==> src/rtl/maxnet_ctrl.sv <==
// Sequencer for a 4-node winner-take-all PU array: LOAD, then S1/S2/CHECK per iteration with FEED between; done at k+5 for one iteration, +4 per extra.
// No backpressure: start is accepted only in IDLE and ignored otherwise; a_new is sampled only in CHECK.
module maxnet_ctrl #(
  parameter int MAX_ITER = 15,
  parameter int ITER_W   = 4
) (
  input  logic              clk,
  input  logic              rst,
  input  logic              start,
  input  logic [31:0]       a_new0,
  input  logic [31:0]       a_new1,
  input  logic [31:0]       a_new2,
  input  logic [31:0]       a_new3,
  output logic              ld_en,
  output logic              init_sel,
  output logic              en1,
  output logic              en2,
  output logic              busy,
  output logic              done,
  output logic [1:0]        winner,
  output logic              no_winner,
  output logic              timeout,
  output logic [ITER_W-1:0] iter_count
);

  typedef enum logic [2:0] {
    IDLE  = 3'd0,
    LOAD  = 3'd1,
    S1    = 3'd2,
    S2    = 3'd3,
    CHECK = 3'd4,
    FEED  = 3'd5,
    DONE  = 3'd6
  } state_t;

  localparam logic [ITER_W-1:0] MAX_ITER_C = ITER_W'(MAX_ITER);

  state_t      state, state_nxt;
  logic [3:0]  alive;
  logic [2:0]  alive_cnt;
  logic [1:0]  first_alive;

  // Sign bit ignored so that -0.0 counts as a dead node.
  assign alive[0] = (a_new0[30:0] != 31'd0);
  assign alive[1] = (a_new1[30:0] != 31'd0);
  assign alive[2] = (a_new2[30:0] != 31'd0);
  assign alive[3] = (a_new3[30:0] != 31'd0);

  assign alive_cnt = {2'b00, alive[0]} + {2'b00, alive[1]}
                   + {2'b00, alive[2]} + {2'b00, alive[3]};

  always_comb begin
    first_alive = 2'd0;
    if (alive[0])      first_alive = 2'd0;
    else if (alive[1]) first_alive = 2'd1;
    else if (alive[2]) first_alive = 2'd2;
    else if (alive[3]) first_alive = 2'd3;
  end

  always_ff @(posedge clk or posedge rst) begin
    if (rst) begin
      state <= IDLE;
    end else begin
      state <= state_nxt;
    end
  end

  always_comb begin
    state_nxt = state;
    ld_en     = 1'b0;
    init_sel  = 1'b0;
    en1       = 1'b0;
    en2       = 1'b0;
    done      = 1'b0;
    busy      = 1'b1;
    case (state)
      IDLE: begin
        busy = 1'b0;
        if (start) state_nxt = LOAD;
      end
      LOAD: begin
        ld_en     = 1'b1;
        init_sel  = 1'b1;
        state_nxt = S1;
      end
      S1: begin
        en1       = 1'b1;
        state_nxt = S2;
      end
      S2: begin
        en2       = 1'b1;
        state_nxt = CHECK;
      end
      CHECK: begin
        // iter_count already includes this iteration here.
        if (alive_cnt <= 3'd1)            state_nxt = DONE;
        else if (iter_count == MAX_ITER_C) state_nxt = DONE;
        else                               state_nxt = FEED;
      end
      FEED: begin
        ld_en     = 1'b1;
        state_nxt = S1;
      end
      DONE: begin
        done      = 1'b1;
        state_nxt = IDLE;
      end
      default: begin
        busy      = 1'b0;
        state_nxt = IDLE;
      end
    endcase
  end

  always_ff @(posedge clk or posedge rst) begin
    if (rst) begin
      iter_count <= '0;
      winner     <= 2'd0;
      no_winner  <= 1'b0;
      timeout    <= 1'b0;
    end else begin
      if (state == IDLE && start) begin
        iter_count <= '0;
        winner     <= 2'd0;
        no_winner  <= 1'b0;
        timeout    <= 1'b0;
      end
      if (state == S2) begin
        iter_count <= iter_count + 1'b1;
      end
      if (state == CHECK && state_nxt == DONE) begin
        winner    <= first_alive;
        no_winner <= (alive_cnt == 3'd0);
        timeout   <= (alive_cnt > 3'd1);
      end
    end
  end

endmodule
==> config.mk <==
export PLATFORM = sky130hd
export DESIGN_NAME = maxnet_ctrl
export DESIGN_NICKNAME = d
export VERILOG_FILES = /design/src/rtl/maxnet_ctrl.sv
export SDC_FILE = /design/constraint.sdc
export NUM_CORES = 1
export LEC_CHECK = 0
export BUFFER_PORTS_ARGS = -buffer_cell sky130_fd_sc_hd__buf_4
export CORE_AREA = 8 8 54 78
export CTS_BUF_LIST = sky130_fd_sc_hd__clkbuf_8
export DETAILED_ROUTE_END_ITERATION = 8
export DIE_AREA = 0 0 62 86
export GPL_TIMING_DRIVEN = 0
export PLACE_DENSITY = 0.89
export SLEW_MARGIN = 20
export SYNTH_ARGS = -nofsm -noshare
export SYNTH_HDL_FRONTEND = slang
export SYNTH_SLANG_ARGS = --single-unit
==> constraint.sdc <==
create_clock -name clk -period 2.4 [get_ports clk]
set_input_delay 0.24 -clock clk [delete_from_list [all_inputs] [get_ports clk]]
set_output_delay 0.24 -clock clk [all_outputs]
set_load 0.02 [all_outputs]
# After elaboration in Yosys (flattened, before gate mapping)
# Index checks and enable logic that the tools add are counted.
# classes
addsub	4
mul	0
div	0
magnitude_cmp	2
eq_ne	8
n_shift	0
mux	21
bitwise	0
n_reduce_logical	12
# op_table
cell	count
31-bit nonzero test	4
2-bit 2-to-1 mux	8
3-bit case mux with 5 select lines	1
3-bit == test, second input constant	4
1-bit 2-to-1 mux	9
4-bit 2-to-1 mux	2
3-bit by 2-bit == test with 1-bit output, second input constant	2
3-bit zero test	2
6-bit OR reduction	1
4-bit by 1-bit adder with 4-bit output, second input constant	1
4-bit == test, second input constant	1
2-bit nonzero test	2
2-bit by 1-bit adder with 3-bit output	1
3-bit by 1-bit adder with 3-bit output	1
3-bit by 1-bit == test with 1-bit output, second input constant	1
3-bit by 1-bit > comparator with 1-bit output, second input constant	1
3-bit by 1-bit less-or-equal comparator with 1-bit output, second input constant	1
3-bit 2-to-1 mux	1
1-bit by 1-bit adder with 2-bit output	1
1-bit logical AND	2
2-bit OR reduction	1
# word_totals
register_bits	11
latch_bits	0
ramBits	0
mem_bits_ro	0
inputBits	131
out_inout_bits	14
elab_cells	52
n_memories	0

# Depth between registers and ports, before layout
# Gate-level depths: netlist of the first run.
# logic_depth
ltp_word	10
mapped_depth	13
mapped_depth_nobuf	12

# Least setup slack after synthesis of the first run
# OpenSTA, ideal clock, no wires.
# synth_timing
path_type	input -> register
startpoint	input a_new0[18]
endpoint	register winner[0]
setup_ns	0.122
arrival_ns	2.752
required_ns	2.278
path_slack_ns	-0.474
cell_stages	12
path_buffers	1
path_cell_list	or4_4 -> nor4_4 -> nand4b_2 -> fa_1 -> ha_1 -> inv_1 -> ha_1 -> a31oi_1 -> or3_1 -> clkbuf_1 -> nor2_1 -> a32o_1
# synth_between
elab_chain_cells	10
word_cells_on_any_way	12
cone_classes	3 x add/sub; 1 x order compare; 1 x eq/ne; 4 x mux; 3 x reduce/logical
# synth_lines
element	line	rtl
start: declaration	10	input logic [31:0] a_new0,
31-bit nonzero test *	44	assign alive[0] = (a_new0[30:0] != 31'd0);
1-bit by 1-bit adder with 2-bit output	49	assign alive_cnt = {2'b00, alive[0]} + {2'b00, alive[1]}
2-bit by 1-bit adder with 3-bit output	50	+ {2'b00, alive[2]} + {2'b00, alive[3]};
3-bit by 1-bit adder with 3-bit output	50	
3-bit by 1-bit less-or-equal comparator with 1-bit output	96	if (alive_cnt <= 3'd1) state_nxt = DONE;
2-bit 2-to-1 mux	96	
3-bit case mux with 5 select lines	76	case (state)
3-bit == test	131	if (state == CHECK && state_nxt == DONE) begin
1-bit logical AND	131	
2-bit 2-to-1 mux or 2-bit nonzero test (tied branches)	n/a	
end signal: assignment	132	winner <= first_alive;
end: declaration	20	output logic [1:0] winner,
# Every way passes the cells marked *; elsewhere a longest branch is shown, timed or not.
# A chain may end at the register's enable or synchronous reset.

# Worst setup path after layout of the first run
# layout_timing
startpoint	input a_new0[21]
endpoint	register winner[0]
# The elaborated chain is that of the path after synthesis.

==> flow_summary_export.csv, run 1 <==
group,metric,value,unit
yosys,synth_top_area_cell,"dfrtp_1",
routing,wl_met1,1.51,mm
clock_network,clk_latency,0.24,ns
timing,slew_violations,0,
final_layout,seqCellArea,275,µm²
power_and_ir_drop,p_leak,1.12,nW
routing,drc_errors,0,
final_layout,areaGrowthSynthToFinish,136,%
final_layout,nNetsFinal,399,
yosys,synth-edff-count,0,
yosys,yosys-top-cells-count,"nor4_1, dfrtp_1",
clock_network,cts_hold_buf,0,
yosys,ys_seq_area_share,29.1,%
yosys,syn_nets,246,
floorplan,fp.dieW,62,µm
floorplan,dieArea,0.00533,mm²
clock_network,cts_root_buffer,"clkbuf_8",
yosys,synth_compound_area_share,11.6,%
routing,vias,1507,
floorplan,start_util,30.6,%
global_route,grt_antenna_before_repair,0,
yosys,netlist.area_leader.share,29.1,%
yosys,synthMuxAreaShare,0,%
run_status,status,"finished with violations",
worst_setup_path,r2r-end,"iter_count[2]",
timing,hold_viol,5,
final_layout,final_core_util,72.3,%
run_status,violations,"negative hold slack, negative setup slack",
routing,top_layer,"met4",
yosys,synth_ff_type,"dfrtp_1",
floorplan,core,0.00310,mm²
timing,tightest_slew,0.427,ns
worst_setup_path,crit_arrival,2.84,ns
final_layout,fin_cells,302,
timing,slew_headroom,71.5,%
placed_design,hpwl,4.64,mm
global_route,grt_first_pass_wirelength,7.40,mm
placed_design,dp_cells,290,
floorplan,ios,145,
worst_setup_path,ff2ff_setup_slack,0.66,ns
yosys,synthAdderAreaFrac,7.40,%
yosys,async_flop_share,100,%
routing,wire_per_inst,18.3,µm
clock_network,cts_buffers,3,
routing,drt_iter0_markers,54,
routing,ant_nets,0,
floorplan,rows,25,
timing,rsz0062_at_grt,"true",
clock_network,clockBufferDepth,2,
yosys,avgSynthCellArea,8.61,µm²
routing,met2_wirelength,3.04,mm
yosys,synth-xor-area-share,0.925,%
clock_network,cts.clk_slew.worst_paths,0.05,ns
final_layout,fillCellCount,270,
floorplan,die_h,86,µm
yosys,synth.most_common_cell,"nor4_1",
yosys,synthCells,110,
yosys,yosys_warnings,0,
yosys,synth_top_family_by_area,"simple AND/OR/NAND/NOR gates",
timing,period_share,113,%
yosys,synthSimpleGateAreaFrac,46.4,%
flow_run,drv_cap,0,
worst_setup_path,rr_worst_depth,5,
yosys,synth_area_leaders,"dfrtp_1, nor4_1, ha_1",
yosys,ys_seq_elements,11,
yosys,yosysUniqueCellTypes,37,
final_layout,multi_input_comb_area,694,µm²
global_route,grt_max_degree,12,
power_and_ir_drop,powerDensity,481,mW/mm²
timing,setup_ws,-0.317,ns
worst_setup_path,startpoint_type,"primary input",
final_layout,insertedDiodeCount,0,
placed_design,place_area,0.00206,mm²
worst_setup_path,r2r-start,"state[1]",
final_layout,final_area,0.00224,mm²
worst_setup_path,crit_type,"in -> reg",
yosys,syn_area,947,µm²
placed_design,io_buffer_count,140,
clock_network,htree_levels,1,
final_layout,drive_above_1_share,64.5,%
global_route,grt_overflow_total,0,
hold_path,hold_path_class,"in -> async",
placed_design,dpl_worst_slack,-0.688,ns
worst_setup_path,cp_max_fo,7,
timing,setup_violations,6,
clock_network,tritoncts,"yes",
worst_setup_path,critPathCaptureType,"flop",
global_route,track_usage,18.2,%
clock_network,cts_num_sinks,11,
timing,timing.hold.ws,-0.00216,ns
routing,vias_per_cell,4.99,
timing,min_period,2.72,ns
routing,wl_met3,742,µm
power_and_ir_drop,irDropWorstVdd,0.482,mV
routing,drtPass1Iterations,4,
timing,fin_skew,0.00181,ns
placed_design,gp_congestion,0.794,
worst_setup_path,required,2.52,ns
global_route,grt_pass1_vias,1617,
routing,routed_wl,5.52,mm
timing,max_freq,368,MHz
worst max-delay path, stage by stage:
cell and delay [ns]:
buf_4 0.11, or4_4 0.52, nor4_4 0.19, nand4b_4 0.13, fa_1 0.46, ha_2 0.20
inv_2 0.06, ha_4 0.14, a31oi_4 0.04, or3_4 0.35, buf_8 0.14, a32o_1 0.25
layout make-up:
cell class,count,area share [%]
Buffer,4,1.29
Clock buffer,3,1.84
Clock inverter,1,0.168
Inverter,7,1.17
Multi-Input combinational cell,88,31.0
Sequential cell,11,12.3
Tap cell,40,2.24
Timing Repair Buffer,148,50.0
worst max path at each step:
stage | start | to | slack, ns | cells past startpoint
3_3_place_gp | a_new0[18] | winner[0] | -0.68 | 13
3_5_place_dp | a_new0[18] | winner[0] | -0.69 | 13
5_1_grt | a_new0[18] | winner[1] | -0.43 | 12
2_1_floorplan | a_new0[18] | winner[0] | -0.40 | 11
4_1_cts | a_new0[18] | winner[1] | -0.31 | 12
6_report | a_new0[21] | winner[0] | -0.32 | 12
state kept, by name, summed over array words and instances (netlist names):
register	cells
timeout	1
no_winner	1
state	3
iter_count	4
winner	2
timing repair:
item / 4_1_cts / 5_1_grt
pin swaps: 2 / 3
setup buffers: 6 / 4
gates resized for setup: 10 / 6
endpoints found under the setup margin: 6 / 6
through the flow:
stage / power, mW / hold WS, ns / TNS, ns
after detailed placement: 0.886 / 0.268 / -3.25
after global placement: 0.869 / 0.267 / -3.21
after CTS: 1.08 / 0.0132 / -1.47
final: 1.08 / -0.00216 / -1.48
after floorplan: 0.563 / 0.0924 / -1.52
after global routing: 1.16 / 0.0321 / -2.18
power breakdown:
group / switching, mW / total (mW) / internal (mW) / leakage, nW
Combinational: 0.299 / 0.616 / 0.317 / 0.944
Sequential: 0.0436 / 0.278 / 0.235 / 0.147
Clock: 0.0711 / 0.183 / 0.112 / 0.0269
logic make-up (layout without fill, tap and decap cells):
family                   Yosys count  after routing
AND/OR/NAND/NOR                   66             66
AO/OA/AOI/OAI                     16             16
buffers and inverters             11            163
adder cells (fa/ha/maj)            5              5
XOR/XNOR                           1              1
flip-flops                        11             11
cells in the final DEF, fill, tap and decap left out, types with 2 or more instances in the layout:
cell type and count:
buf_4 146, nor4_1 24, dfrtp_1 11, o21ai_1 6, nor2_1 6, nand4_1 6
inv_1 6, nand2_1 4, nor3_1 4, nand3_1 3, clkbuf_8 3, buf_2 2
nor3b_1 2, nand2b_1 2, nor4_2 2, nor4_4 2, o21bai_1 2, o41ai_2 2
ha_1 2, buf_6 2
per-layer routing:
layer  track usage, %  up-vias
met5                0        -
met4             8.96        0
met3             7.19       17
met2             35.1       80
met1             14.2      666
li1                 -      744
Note: power is estimated with default switching activity, not from simulation.
==> inputs of run 2 (changes only) <==
--- a/config.mk
+++ b/config.mk
@@ -5,13 +5,14 @@
 export SDC_FILE = /design/constraint.sdc
 export NUM_CORES = 1
 export LEC_CHECK = 0
+export ABC_AREA = 1
 export BUFFER_PORTS_ARGS = -buffer_cell sky130_fd_sc_hd__buf_4
-export CORE_AREA = 8 8 54 78
+export CORE_AREA = 8 8 56 82
 export CTS_BUF_LIST = sky130_fd_sc_hd__clkbuf_8
 export DETAILED_ROUTE_END_ITERATION = 8
-export DIE_AREA = 0 0 62 86
+export DIE_AREA = 0 0 64 90
 export GPL_TIMING_DRIVEN = 0
-export PLACE_DENSITY = 0.89
+export PLACE_DENSITY = 0.9
 export SLEW_MARGIN = 20
 export SYNTH_ARGS = -nofsm -noshare
 export SYNTH_HDL_FRONTEND = slang
==> flow_summary_export.csv, run 2 <==
group,metric,value,unit
final_layout,fillCellCount,319,
final_layout,regMostFlops,"iter_count",
timing,hold_viol,11,
yosys,yosysUniqueCellTypes,21,
worst_setup_path,rr_worst_depth,7,
run_status,status,"finished with violations",
yosys,synthCells,228,
clock_network,htree_levels,1,
timing,max_freq,436,MHz
routing,drt_iter0_markers,39,
global_route,grt_first_pass_wirelength,7.98,mm
floorplan,rows,27,
timing,timing.hold.ws,-0.00940,ns
placed_design,io_buffer_count,140,
clock_network,cts_num_sinks,11,
global_route,grt_max_degree,12,
timing,rsz0062_at_grt,"false",
worst_setup_path,ff2ff_setup_slack,1.04,ns
worst_setup_path,r2r-start,"iter_count[0]",
worst_setup_path,required,2.57,ns
routing,vias_per_cell,4.52,
hold_path,hold_path_class,"in -> async",
yosys,synth.most_common_cell,"nor2_1",
floorplan,start_util,34.9,%
flow_run,drv_cap,0,
floorplan,dieArea,0.00576,mm²
yosys,synth-edff-count,0,
worst_setup_path,crit_arrival,2.46,ns
routing,drc_errors,0,
timing,fin_setup_tns,0,ns
clock_network,cts_buffers,3,
yosys,syn_area,0.00121,mm²
yosys,ys_seq_area_share,22.7,%
yosys,synth_top_area_cell,"nor2_1",
final_layout,reg_top3,"iter_count: 4 flops, state: 3 flops, winner: 2 flops",
timing,min_period,2.29,ns
worst_setup_path,cp_num_buf_inv,3,
yosys,netlist.area_leader.share,26.0,%
placed_design,dpl_worst_slack,-0.212,ns
clock_network,clockBufferDepth,2,
final_layout,layout_commonest_cell,"buf_4",
timing,tightest_slew,0.422,ns
yosys,yosys-top-cells-count,"nor2_1, nand2_1, inv_1",
floorplan,die_h,90,µm
global_route,grt_pass1_vias,2041,
floorplan,ios,145,
final_layout,final_core_util,68.9,%
yosys,yosys_warnings,0,
worst_setup_path,startpoint_type,"primary input",
timing,period_share,95.5,%
worst_setup_path,crit_top_cell,"inv_1",
worst_setup_path,r2r-end,"winner[1]",
worst_setup_path,cpPeakStageDelay,0.56,ns
worst_setup_path,cp_max_fo,3,
final_layout,seqCellArea,275,µm²
routing,wire_per_inst,12.3,µm
clock_network,tritoncts,"yes",
final_layout,multi_input_comb_area,833,µm²
power_and_ir_drop,p_leak,1.36,nW
yosys,avgSynthCellArea,5.32,µm²
power_and_ir_drop,irDropWorstVdd,0.281,mV
final_layout,drive_above_1_share,42.1,%
power_and_ir_drop,powerDensity,241,mW/mm²
timing,setup_ws,0.108,ns
yosys,async_flop_share,100,%
clock_network,clk_latency,0.24,ns
routing,routed_wl,5.10,mm
timing,fin_skew,0.00151,ns
clock_network,cts_root_buffer,"clkbuf_8",
worst_setup_path,critPathCaptureType,"flop",
global_route,track_usage,16.6,%
final_layout,areaGrowthSynthToFinish,97.5,%
timing,slew_violations,0,
yosys,synth_area_leaders,"nor2_1, dfrtp_1, nand2_1",
yosys,synth_ff_type,"dfrtp_1",
yosys,ys_seq_elements,11,
worst_setup_path,crit_type,"in -> reg",
placed_design,place_area,0.00232,mm²
placed_design,hpwl,4.63,mm
global_route,grt_overflow_total,0,
final_layout,nNetsFinal,510,
floorplan,fp.dieW,64,µm
worst_setup_path,crit_path_top_delay_cell,"fa_1",
placed_design,gp_congestion,0.757,
final_layout,largest_reg_flops,4,
clock_network,cts.clk_slew.worst_paths,0.05,ns
final_layout,insertedDiodeCount,0,
timing,setup_violations,0,
power_and_ir_drop,power,577,µW
worst_setup_path,path_cells,"buf_4, nor2_1, nand2_1, nand3b_1, nor2_2, inv_1, fa_1, ha_2, inv_1, ha_1, or3_1, o21ai_1",
final_layout,final_area,0.00240,mm²
routing,ant_nets,0,
run_status,violations,"negative hold slack",
timing,slew_headroom,71.8,%
final_layout,final_cell_mix,"buf_4, nor2_1, nand2_1",
routing,vias,1881,
floorplan,core,0.00348,mm²
routing,drtPass1Iterations,4,
worst_setup_path,cp_top_family,"adder cells",
global_route,grt_antenna_before_repair,0,
yosys,syn_nets,364,
run 2: cell count changes in the layout (fill, tap and decap cells not counted), sizes merged, moves of 3 or more:
cell   delta
buf      -10
inv      +29
nand2    +63
nand3     +3
nand4     -4
nor2     +79
nor4     -28
o21ai     -5
run 2: kinds of logic (layout without fill, tap and decap cells):
family	after synthesis	after routing	share of synthesized area, %
xor gates and xnor gates	1	1	0.722
buffers and inverters	35	180	10.8
adders and majority gates	5	5	5.77
AOI/OAI and AO/OA	9	9	5.26
DFF	11	11	22.7
and+or+nand+nor	167	167	54.7
run 2: worst max path at each step:
| stage | slack (ns) | depth (start not counted) | from | endpoint |
|---|---|---|---|---|
| 2_1_floorplan | 0.13 | 12 | a_new1[23] | no_winner |
| 3_3_place_gp | -0.12 | 15 | a_new1[29] | no_winner |
| 3_5_place_dp | -0.21 | 11 | a_new1[29] | no_winner |
| 4_1_cts | 0.04 | 11 | a_new1[29] | no_winner |
| 5_1_grt | 0.004 | 13 | a_new1[15] | no_winner |
| 6_report | 0.11 | 12 | a_new1[27] | no_winner |
run 2: report_power, final:
group	leakage, nW	internal, mW	switching (mW)
registers	0.139	0.186	0
logic	1.19	0.147	0.0578
clock network	0.0269	0.113	0.0741
total	1.36	0.445	0.132
run 2: layout make-up:
cell class | instances | area share, %
clock buffer | 3 | 1.72
sequential | 11 | 11.5
inverter | 35 | 5.48
tap | 43 | 2.24
multi-input combinational | 182 | 34.8
clock inverter | 1 | 0.157
timing repair buffer | 141 | 44.2
run 2: through the flow:
step	std cells	hold WS [ns]
after global routing	416	0.0313
after global placement	411	0.253
after CTS	415	0.00848
after floorplan	228	0.0924
after detailed placement	411	0.262
final	416	-0.00940
run 2: per-layer routing:
layer / wire [µm] / up-vias / track usage (%)
li1: - / 973 / -
met1: 1560 / 814 / 13.1
met2: 2880 / 84 / 32.6
met3: 528 / 10 / 8.20
met4: 125 / 0 / 6.17
met5: 0 / - / 0
run 2: timing repair:
item / CTS / global route
gates resized for setup: 0 / 9
hold buffers: 0 / 0
setup buffers: 0 / 1
setup endpoints to repair: 0 / 4
==> inputs of run 3 (changes only) <==
--- a/config.mk
+++ b/config.mk
@@ -11,7 +11,6 @@
 export CTS_BUF_LIST = sky130_fd_sc_hd__clkbuf_8
 export DETAILED_ROUTE_END_ITERATION = 8
 export DIE_AREA = 0 0 64 90
-export GPL_TIMING_DRIVEN = 0
 export PLACE_DENSITY = 0.9
 export SLEW_MARGIN = 20
 export SYNTH_ARGS = -nofsm -noshare
==> flow_summary_export.csv, run 3 (synthesis gave the netlist of run 2 again) <==
group,metric,value,unit
run_status,status,"completed",
timing,max_freq,456,MHz
hold_path,hold_path_class,"in -> reg",
final_layout,drive_above_1_share,42.8,%
timing,period_share,91.4,%
timing,setup_violations,0,
worst_setup_path,required,2.56,ns
final_layout,nNetsFinal,513,
final_layout,insertedDiodeCount,0,
global_route,grt_first_pass_wirelength,8.41,mm
placed_design,gp_congestion,0.748,
final_layout,layout_commonest_cell,"buf_4",
floorplan,fp.dieW,64,µm
timing,tightest_slew,0.407,ns
final_layout,regMostFlops,"iter_count",
final_layout,areaGrowthSynthToFinish,100,%
global_route,track_usage,17.9,%
clock_network,tritoncts,"yes",
clock_network,clk_latency,0.24,ns
final_layout,final_core_util,69.8,%
power_and_ir_drop,powerDensity,236,mW/mm²
hold_path,worstHoldStart,"start",
final_layout,fillCellCount,294,
timing,hold_viol,0,
timing,slew_violations,0,
power_and_ir_drop,power,574,µW
global_route,grt_antenna_before_repair,0,
floorplan,rows,27,
worst_setup_path,cp_max_fo,4,
clock_network,cts.clk_slew.worst_paths,0.05,ns
global_route,grt_max_degree,12,
final_layout,reg_top3,"iter_count: 4 flops, state: 3 flops, winner: 2 flops",
timing,min_period,2.19,ns
placed_design,dp_cells,414,
worst_setup_path,worstSetupStartpoint,"a_new0[1]",
timing,slew_headroom,72.8,%
floorplan,die_h,90,µm
routing,vias_per_cell,4.61,
routing,vias,1930,
global_route,grt_pass1_vias,2077,
final_layout,fin_cells,419,
clock_network,cts_buffers,3,
worst_setup_path,ff2ff_setup_slack,1.05,ns
flow_run,drv_cap,0,
final_layout,final_cell_mix,"buf_4, nor2_1, nand2_1",
final_layout,largest_reg_flops,4,
worst_setup_path,r2r-start,"iter_count[0]",
floorplan,core,0.00348,mm²
routing,drtPass1Iterations,4,
routing,drt_iter0_markers,51,
floorplan,start_util,34.9,%
worst_setup_path,startpoint_type,"primary input",
power_and_ir_drop,irDropWorstVdd,0.270,mV
routing,wire_per_inst,12.7,µm
worst_setup_path,critPathCaptureType,"flop",
routing,routed_wl,5.31,mm
clock_network,cts_num_sinks,11,
timing,rsz0062_at_grt,"false",
worst_setup_path,crit_type,"in -> reg",
placed_design,hpwl,4.80,mm
worst_setup_path,crit_arrival,2.36,ns
timing,timing.hold.ws,0.423,ns
floorplan,ios,145,
clock_network,clockBufferDepth,2,
floorplan,dieArea,0.00576,mm²
clock_network,cts_root_buffer,"clkbuf_8",
routing,ant_nets,0,
global_route,grt_overflow_total,0,
placed_design,io_buffer_count,140,
power_and_ir_drop,p_leak,1.37,nW
timing,fin_skew,0.00290,ns
clock_network,htree_levels,1,
routing,drc_errors,0,
clock_network,cts_setup_buffers,0,
==> run 3: cell count changes in the layout (fill, tap and decap cells not counted), sizes merged <==
cell	delta
buf	+2
dlygate4sd3	+1
==> run 3: report_power, final <==
group          internal, mW  leakage, nW  switching [mW]
clock network         0.112       0.0269          0.0695
logic                 0.148         1.21          0.0583
registers             0.186        0.139               0
==> run 3: worst paths after layout <==
path	endpoint	cells after the start
setup / recovery	timeout	15
hold / removal	state[0]	3
setup reg to reg	timeout	8
hold reg to reg	winner[0]	2
max in group asynchronous	state[2]	3
min in group asynchronous	iter_count[0]	3
==> run 3: layout make-up <==
class	instances	area [µm²]	share of cell area (%)
clock buffers	3	41.3	1.70
clock inverters	1	3.75	0.155
inverters	35	131	5.41
multi-input cells	182	840	34.6
flip-flops and latches	11	275	11.3
well taps	43	53.8	2.22
repair buffers	144	1080	44.6
==> run 3: layer usage <==
metal	track usage, %	part of all wire (%)	up-vias
met1	13.9	30	835
met4	10.5	4.0	0
li1	-	-	984
met3	6.83	9.1	16
met5	0	0	-
met2	34.7	57	95
==> run 3: per-stage QoR <==
stage	cell area (µm²)	setup TNS, ns	worst slack [ns]
final	2430	0	0.207
after global routing	2430	0	0.00938
after CTS	2400	0	0.0808
after detailed placement	2340	-0.546	-0.172
after global placement	2340	-0.198	-0.0605
after floorplan	1210	0	0.132
==> run 3: worst max-delay path: stages <==
cell	delay [ns]
buf_4	0.11
nor2_1	0.09
nand2_1	0.06
nor2_1	0.15
nand4_1	0.16
fa_1	0.59
ha_2	0.18
inv_1	0.04
ha_2	0.17
o21bai_4	0.18
nand2_4	0.09
nand2_1	0.07
inv_2	0.08
nand2_1	0.07
o21ai_2	0.07
==> run 3: timing repair <==
item | in CTS | in global routing
setup endpoints to repair | 0 | 4
endpoints found under the hold margin | 5 | 0
hold buffers | 1 | 0
resized for setup | 0 | 12
